### src/rtl/jram_sequencer.sv
// jRAM bus initiator: sequences MAR-load, strobe and enable phases for single/burst host requests.
// Optional write read-back verify enabled by defining JRAM_SEQ_VERIFY_EN.
//
// state  | meaning
// IDLE   | ready for a host request
// ADDR   | bas driven, wsa pulsed to load the MAR
// HOLD   | MAR settle, bas held
// DATA   | ws (write) or we (read) held STROBE_CYCLES cycles
// VADDR  | verify gap after a write strobe, MAR unchanged
// VREAD  | verify read-back, we held STROBE_CYCLES cycles
// RECOV  | strobes low, response pulse, advance address/count
module jram_sequencer #(
    parameter int AW            = 8,
    parameter int DW            = 8,
    parameter int STROBE_CYCLES = 1
) (
    input  logic          clk,
    input  logic          reset_n,
    input  logic          req_valid,
    output logic          req_ready,
    input  logic          req_write,
    input  logic [AW-1:0] req_addr,
    input  logic [3:0]    req_len,
    input  logic [DW-1:0] req_wdata,
    output logic          rsp_valid,
    output logic          rsp_last,
    output logic [DW-1:0] rsp_rdata,
    output logic          rsp_err,
    output logic [AW-1:0] bas,
    output logic          wsa,
    output logic [DW-1:0] bis,
    output logic          ws,
    output logic          we,
    input  logic [DW-1:0] bos
);

    typedef enum logic [2:0] {
        S_IDLE, S_ADDR, S_HOLD, S_DATA, S_VADDR, S_VREAD, S_RECOV
    } state_t;

    localparam logic [3:0] STB_LOAD = 4'(STROBE_CYCLES - 1);

    state_t        state_q, state_d;
    logic          write_q, write_d;
    logic [AW-1:0] cur_addr_q, cur_addr_d;
    logic [4:0]    rem_q, rem_d;
    logic [DW-1:0] wdata_q, wdata_d;
    logic [3:0]    stb_q, stb_d;

    logic          req_ready_q, wsa_q, ws_q, we_q, rsp_valid_q, rsp_last_q;
    logic [AW-1:0] bas_q;
    logic [DW-1:0] bis_q, rsp_rdata_q;

`ifdef JRAM_SEQ_VERIFY_EN
    logic err_q, err_d;
`endif

    always_comb begin
        state_d    = state_q;
        write_d    = write_q;
        cur_addr_d = cur_addr_q;
        rem_d      = rem_q;
        wdata_d    = wdata_q;
        stb_d      = stb_q;
`ifdef JRAM_SEQ_VERIFY_EN
        err_d      = err_q;
`endif
        case (state_q)
            S_IDLE: begin
                if (req_valid) begin
                    write_d    = req_write;
                    cur_addr_d = req_addr;
                    rem_d      = (req_len == 4'd0) ? 5'd16 : {1'b0, req_len};
                    wdata_d    = req_wdata;
                    state_d    = S_ADDR;
`ifdef JRAM_SEQ_VERIFY_EN
                    err_d      = 1'b0;
`endif
                end
            end
            S_ADDR: state_d = S_HOLD;
            S_HOLD: begin
                state_d = S_DATA;
                stb_d   = STB_LOAD;
            end
            S_DATA: begin
                if (stb_q == 4'd0) begin
`ifdef JRAM_SEQ_VERIFY_EN
                    state_d = write_q ? S_VADDR : S_RECOV;
`else
                    state_d = S_RECOV;
`endif
                end else begin
                    stb_d = stb_q - 4'd1;
                end
            end
`ifdef JRAM_SEQ_VERIFY_EN
            S_VADDR: begin
                state_d = S_VREAD;
                stb_d   = STB_LOAD;
            end
            S_VREAD: begin
                if (stb_q == 4'd0) begin
                    state_d = S_RECOV;
                    if (bos != wdata_q) err_d = 1'b1;
                end else begin
                    stb_d = stb_q - 4'd1;
                end
            end
`endif
            S_RECOV: begin
                rem_d      = rem_q - 5'd1;
                cur_addr_d = cur_addr_q + 1'b1;
                state_d    = (rem_q == 5'd1) ? S_IDLE : S_ADDR;
            end
            default: state_d = S_IDLE;
        endcase
    end

    // Bus outputs are registered from the next state so every RAM-side pin comes straight off a flop.
    always_ff @(posedge clk or negedge reset_n) begin
        if (!reset_n) begin
            state_q     <= S_IDLE;
            write_q     <= 1'b0;
            cur_addr_q  <= '0;
            rem_q       <= '0;
            wdata_q     <= '0;
            stb_q       <= '0;
            req_ready_q <= 1'b1;
            wsa_q       <= 1'b0;
            ws_q        <= 1'b0;
            we_q        <= 1'b0;
            bas_q       <= '0;
            bis_q       <= '0;
            rsp_valid_q <= 1'b0;
            rsp_last_q  <= 1'b0;
            rsp_rdata_q <= '0;
        end else begin
            state_q     <= state_d;
            write_q     <= write_d;
            cur_addr_q  <= cur_addr_d;
            rem_q       <= rem_d;
            wdata_q     <= wdata_d;
            stb_q       <= stb_d;
            req_ready_q <= (state_d == S_IDLE);
            wsa_q       <= (state_d == S_ADDR);
            ws_q        <= (state_d == S_DATA) && write_d;
            we_q        <= ((state_d == S_DATA) && !write_d) || (state_d == S_VREAD);
            rsp_valid_q <= (state_d == S_RECOV);
            rsp_last_q  <= (state_d == S_RECOV) && (rem_d == 5'd1);
            if (state_d == S_ADDR) begin
                bas_q <= cur_addr_d;
                bis_q <= write_d ? wdata_d : '0;
            end
            if (state_d == S_RECOV) rsp_rdata_q <= write_q ? '0 : bos;
        end
    end

`ifdef JRAM_SEQ_VERIFY_EN
    always_ff @(posedge clk or negedge reset_n) begin
        if (!reset_n) err_q <= 1'b0;
        else          err_q <= err_d;
    end
    assign rsp_err = err_q;
`else
    assign rsp_err = 1'b0;
`endif

    assign req_ready = req_ready_q;
    assign wsa       = wsa_q;
    assign ws        = ws_q;
    assign we        = we_q;
    assign bas       = bas_q;
    assign bis       = bis_q;
    assign rsp_valid = rsp_valid_q;
    assign rsp_last  = rsp_last_q;
    assign rsp_rdata = rsp_rdata_q;

endmodule

### config.mk
export PLATFORM = sky130hd
export DESIGN_NAME = jram_sequencer
export DESIGN_NICKNAME = d
export VERILOG_FILES = /design/src/rtl/jram_sequencer.sv
export SDC_FILE = /design/constraint.sdc
export NUM_CORES = 1
export LEC_CHECK = 0
export ABC_AREA = 1
export BUFFER_PORTS_ARGS = -buffer_cell sky130_fd_sc_hd__buf_2
export CAP_MARGIN = 5
export CORE_MARGIN = 5
export CORE_UTILIZATION = 58
export CTS_CLUSTER_SIZE = 10
export DETAILED_ROUTE_END_ITERATION = 8
export PLACE_DENSITY = 0.85
export SLEW_MARGIN = 20
export SYNTH_ARGS = -nofsm -noshare
export SYNTH_HDL_FRONTEND = slang
export SYNTH_SLANG_ARGS = --single-unit
### constraint.sdc
create_clock -name clk -period 3.3 [get_ports clk]
set_clock_uncertainty 0.1 [all_clocks]
set_input_delay 0.66 -clock clk [delete_from_list [all_inputs] [get_ports clk]]
set_output_delay 0.66 -clock clk [all_outputs]
set_load 0.05 [all_outputs]
# Yosys cells after proc, flatten, opt, wreduce, memory -nomap -nowiden
# Cells that the tools add are included.
# classes
addsub	3
multipliers	0
div	0
n_lt_le_gt_ge	0
n_eq_ne	11
n_shift	0
muxes	17
bitwise	0
reduce_logical	11
# op_table
cell	n
8-bit two-way mux	5
8-bit one-hot mux with 2 select lines	1
3-bit one-hot mux with 5 select lines	1
5-bit by 1-bit == test with 1-bit output (second input constant)	2
5-bit two-way mux	2
5-bit one-hot mux with 2 select lines	1
3-bit by 2-bit == test with 1-bit output (second input constant)	3
3-bit == test (second input constant)	3
8-bit by 1-bit adder with 8-bit output (second input constant)	1
4-bit logical NOT	2
4-bit one-hot mux with 2 select lines	1
3-bit by 1-bit == test with 1-bit output (second input constant)	2
3-bit logical NOT	2
3-bit two-way mux	2
5-bit by 1-bit subtractor with 5-bit output (second input constant)	1
4-bit two-way mux	1
4-bit by 1-bit subtractor with 4-bit output (second input constant)	1
1-bit logical AND	3
1-bit two-way mux	3
2-bit inequality test (second input constant)	1
2-bit AND reduction	1
2-bit nonzero test	1
1-bit logical NOT	1
1-bit logical OR	1
# word_totals
reg_bits	59
latchBits	0
mem_bits_rw	0
rom_bits	0
in_bits	32
output_inout_bits	31
elab_cells	57
n_memories	0

# Longest topological paths before layout
# depth
word_depth	6
ltp_mapped	10
mapped_depth_nobuf	10

# Worst setup path after synthesis
# Ideal clock, no wire load.
# synth_timing
path_kind	in2reg
startpoint	input port req_valid
endpoint	register bas_q[0], in the netlist bas[0]
setup_ps	118
arrival_ps	1531
required_time_ps	3082
setup_slack_ps	1552
path_stages	9
path_buffers	2
cell_sequence	buf_2 -> inv_2 -> nor2_8 -> inv_4 -> nand2_4 -> inv_4 -> buf_6 -> nand2_1 -> nand2_1
# synth_between
elab_chain_len	3
word_cells_on_any_way	5
cone_classes	eq/ne: 1; mux: 4
# synth_rtl
item	line_no	source
start, declared	19	input logic req_valid,
3-bit two-way mux	70	if (req_valid) begin
3-bit one-hot mux with 5 select lines	68	case (state_q)
3-bit by 1-bit == test with 1-bit output	151	if (state_d == S_ADDR) begin
end signal, assigned	152	bas_q <= cur_addr_d;
end, declared	51	logic [AW-1:0] bas_q;
# Several ways; a longest one is shown, not always the timed one.
# A chain may end at the register's enable or synchronous reset.

# Final worst setup path
# layout_timing
startpoint	register state_q[1]
endpoint	register bis_q[6], in the netlist bis[6]
# layout_between
elab_chain_len	3
word_cells_on_any_way	12
cone_classes	eq/ne: 5; mux: 6; reduce/logical: 1
# layout_rtl
item	line_no	source
start, declared	43	state_t state_q, state_d;
start signal, assigned	139	state_q <= state_d;
3-bit == test (tied with other cells)	68	
3-bit one-hot mux with 5 select lines (tied with other cells)	68	
3-bit by 1-bit == test with 1-bit output or 8-bit two-way mux (tied branches)	151, 153	
end signal, assigned	153	bis_q <= write_d ? wdata_d : '0;
end, declared	52	logic [DW-1:0] bis_q, rsp_rdata_q;
# Several ways; a longest one is shown, not always the timed one.

==> results.json <==
{
  "drv_slew": 0,
  "coreArea_mm2": 0.00469,
  "slew_headroom_pct": 52.2,
  "synth.yosys.warnings": 0,
  "cts.clk_slew.worst_paths_ns": 0.07,
  "hold_buffers": 0,
  "synth.avg_cell_area_um2": 8.11,
  "wirelength_mm": 6.13,
  "crit_path_start_kind": "register",
  "ys_types": 29,
  "cts_buffers": 9,
  "rows": 25,
  "synth_most_common_cell": "nand2_1",
  "die-area_mm2": 0.00628,
  "worstMarginPinSlew_ns": 0.712,
  "met3_wirelength_um": 421,
  "grt_pass1_wl_mm": 10.4,
  "yosys-top-cells-area": "dfrtp_1 (52%), nand2_1 (16%), nand3_1 (7.2%), inv_1 (5.3%), o21ai_0 (3.4%)",
  "grt_util_all_layers_pct": 21.5,
  "synth_nets": 380,
  "nNetsFinal": 447,
  "maxUsedRoutingLayer": "met4",
  "first_pass_iters": 4,
  "grt_overflow": 0,
  "drc_errors": 0,
  "die_h_um": 79.2,
  "numPortBuffers": 61,
  "worstSetupPathType": "reg -> reg",
  "crit_path_max_incr_delay_ns": 0.43,
  "timing.hold.ws_ns": 0.122,
  "synth.top_cell.area_share_pct": 52.2,
  "cts_num_sinks": 59,
  "min_period_ns": 1.90,
  "post_cts_resized": 0,
  "synth_edf_count": 0,
  "place_congestion": 0.918,
  "syn-cell-area_mm2": 0.00278,
  "io_pins": 63,
  "synth-async-reset-ratio_pct": 100,
  "grt_max_degree": 26,
  "hold_viol_final": 0,
  "rsz0062_at_grt": "false",
  "grt_pass1_vias": 2407,
  "yosysTopAreaCell": "dfrtp_1",
  "final-setup-viol-count": 0,
  "fin_tns_setup_ns": 0,
  "clock_path_buffers": 2,
  "p_per_area_mw_per_mm2": 475,
  "drtAntennaViolNets": 0,
  "insertion_delay_ns": 0.33,
  "maxCapViolations": 0,
  "root_buffer": "clkbuf_8",
  "critPathMaxFanout": 18,
  "post-dp-hpwl_mm": 4.42,
  "post_cts_buffers": 0,
  "cp-end-kind": "register",
  "synth-seq-cells": 59,
  "reg2reg_to": "bis[6]$_DFFE_PN0P_",
  "worstPathCellList": "nor2_2, nand2_2, nor2_8, nand2_1, o21ai_1, nand3_1, nand2_1",
  "required_ns": 3.47,
  "diodes": 0,
  "post_drt_wl_per_cell_um": 13.1,
  "cp_common_cell": "nand2_1",
  "crit_arrival_ns": 2.08,
  "vias": 2432,
  "drive_above_1_share_pct": 21.9,
  "fmax_mhz": 525,
  "antenna_found_initial": 0,
  "fillers": 361,
  "reg2reg_depth": 7,
  "p_leak_nw": 1.87,
  "synthTopCellsByCount": "nand2_1 (122), dfrtp_1 (58), nand3_1 (40)",
  "layout-area-overhead-vs-synth_pct": 19.6,
  "yosysSeqAreaShare_pct": 53.2,
  "chipWidth_um": 79.2,
  "outcome": "finished, final reports clean",
  "wl_met1_mm": 2.71,
  "synthesis.instances": 343,
  "initial_core_util_pct": 59.3,
  "regToRegStartpoint": "state_q[1]$_DFF_PN0_",
  "timing.final.crit_share_pct": 57.7,
  "drtIter0Drc": 112,
  "hold_path.class": "in -> async",
  "ff2ff_setup_slack_ns": 1.40,
  "crit_slowest_cell": "dfrtp_1",
  "cts-htree-levels": 3,
  "ir_worst_vdd_uv": 347,
  "synthFlopType": "dfrtp_1",
  "cts_tree": "done",
  "routed-wl-met2_mm": 2.87,
  "detail_route.vias_per_cell": 5.19
}
## layer usage
| layer | global-route usage [%] | vias up |
|---|---|---|
| li1 | - | 1212 |
| met1 | 27.1 | 1123 |
| met2 | 34.7 | 85 |
| met3 | 5.78 | 12 |
| met4 | 9.62 | 0 |
| met5 | 0 | - |
## layout by cell type (no fill, tap or decap), types with 5 or more instances in the layout
cell type / instances
o21ai_0: 19
inv_1: 39
nand3_1: 40
nand2_1: 122
nor2_1: 23
ha_1: 5
clkbuf_8: 10
buf_2: 61
nand4_1: 6
dfrtp_1: 58
## cells by family (layout without fill, tap and decap cells)
logic type | after synthesis | after routing | share of synthesized area, %
and+or+nand+nor | 198 | 198 | 30.5
DFF | 59 | 59 | 53.2
buffers and inverters | 52 | 124 | 8.46
other | 1 | 1 | 0.135
AOI/OAI and AO/OA | 28 | 28 | 5.49
adders and majority gates | 5 | 5 | 2.25
## per-stage QoR
stage	setup WS, ns	utilization (%)	cell area [um2]	instances	total power [mW]
finish	1.40	70.9	3330	469	1.58
detailed placement	1.14	66.2	3110	453	0.869
CTS	1.40	70.9	3330	469	1.59
global placement	1.27	66.2	3110	453	0.867
global route	1.22	70.9	3330	469	1.63
floorplan	1.55	-	2780	343	0.820
## how the worst max path moves through the flow
stage | slack, ns | end | depth (start not counted) | start
2_1_floorplan | 1.55 | bas[0]$_DFFE_PN0P_ | 9 | req_valid
3_3_place_gp | 1.27 | bis[4]$_DFFE_PN0P_ | 7 | req_valid
3_5_place_dp | 1.14 | bis[3]$_DFFE_PN0P_ | 7 | req_valid
4_1_cts | 1.40 | req_ready | 1 | req_ready$_DFF_PN1_
5_1_grt | 1.22 | bis[6]$_DFFE_PN0P_ | 7 | state_q[1]$_DFF_PN0_
6_report | 1.40 | bis[6]$_DFFE_PN0P_ | 7 | state_q[1]$_DFF_PN0_
## worst max-delay path: cells and delay by family (launching register included)
kind	cells	cell delay [ns]
AO/OA/AOI/OAI	1	0.40
flip-flops	1	0.43
AND/OR/NAND/NOR	6	0.91
## registers in the layout, summed over array words and instances (netlist names)
| name | count |
|---|---|
| wsa | 1 |
| rsp_valid | 1 |
| cur_addr_q | 8 |
| ws | 1 |
| bis | 8 |
| wdata_q | 8 |
| bas | 8 |
| req_ready | 1 |
| rem_q | 5 |
| state_q | 3 |
| we | 1 |
| write_q | 1 |
| stb_q | 4 |
| rsp_rdata | 8 |
| rsp_last | 1 |
## layout make-up
cell class,instances,area [um2],area share (%)
timing repair buffer,63,320,9.63
tap,54,67.6,2.03
clock buffer,12,145,4.36
sequential,59,1480,44.4
clock inverter,4,73.8,2.22
multi-input combinational,232,1070,32.1
inverter,45,174,5.23
## power by group
group	total (mW)	internal (mW)	switching, mW	leakage (nW)
Clock	0.723	0.446	0.277	0.111
Combinational	0.110	0.0297	0.0806	1.01
Sequential	0.746	0.739	0.00661	0.747
Total	1.58	1.22	0.364	1.87
Power figures use the tool's default switching activity.
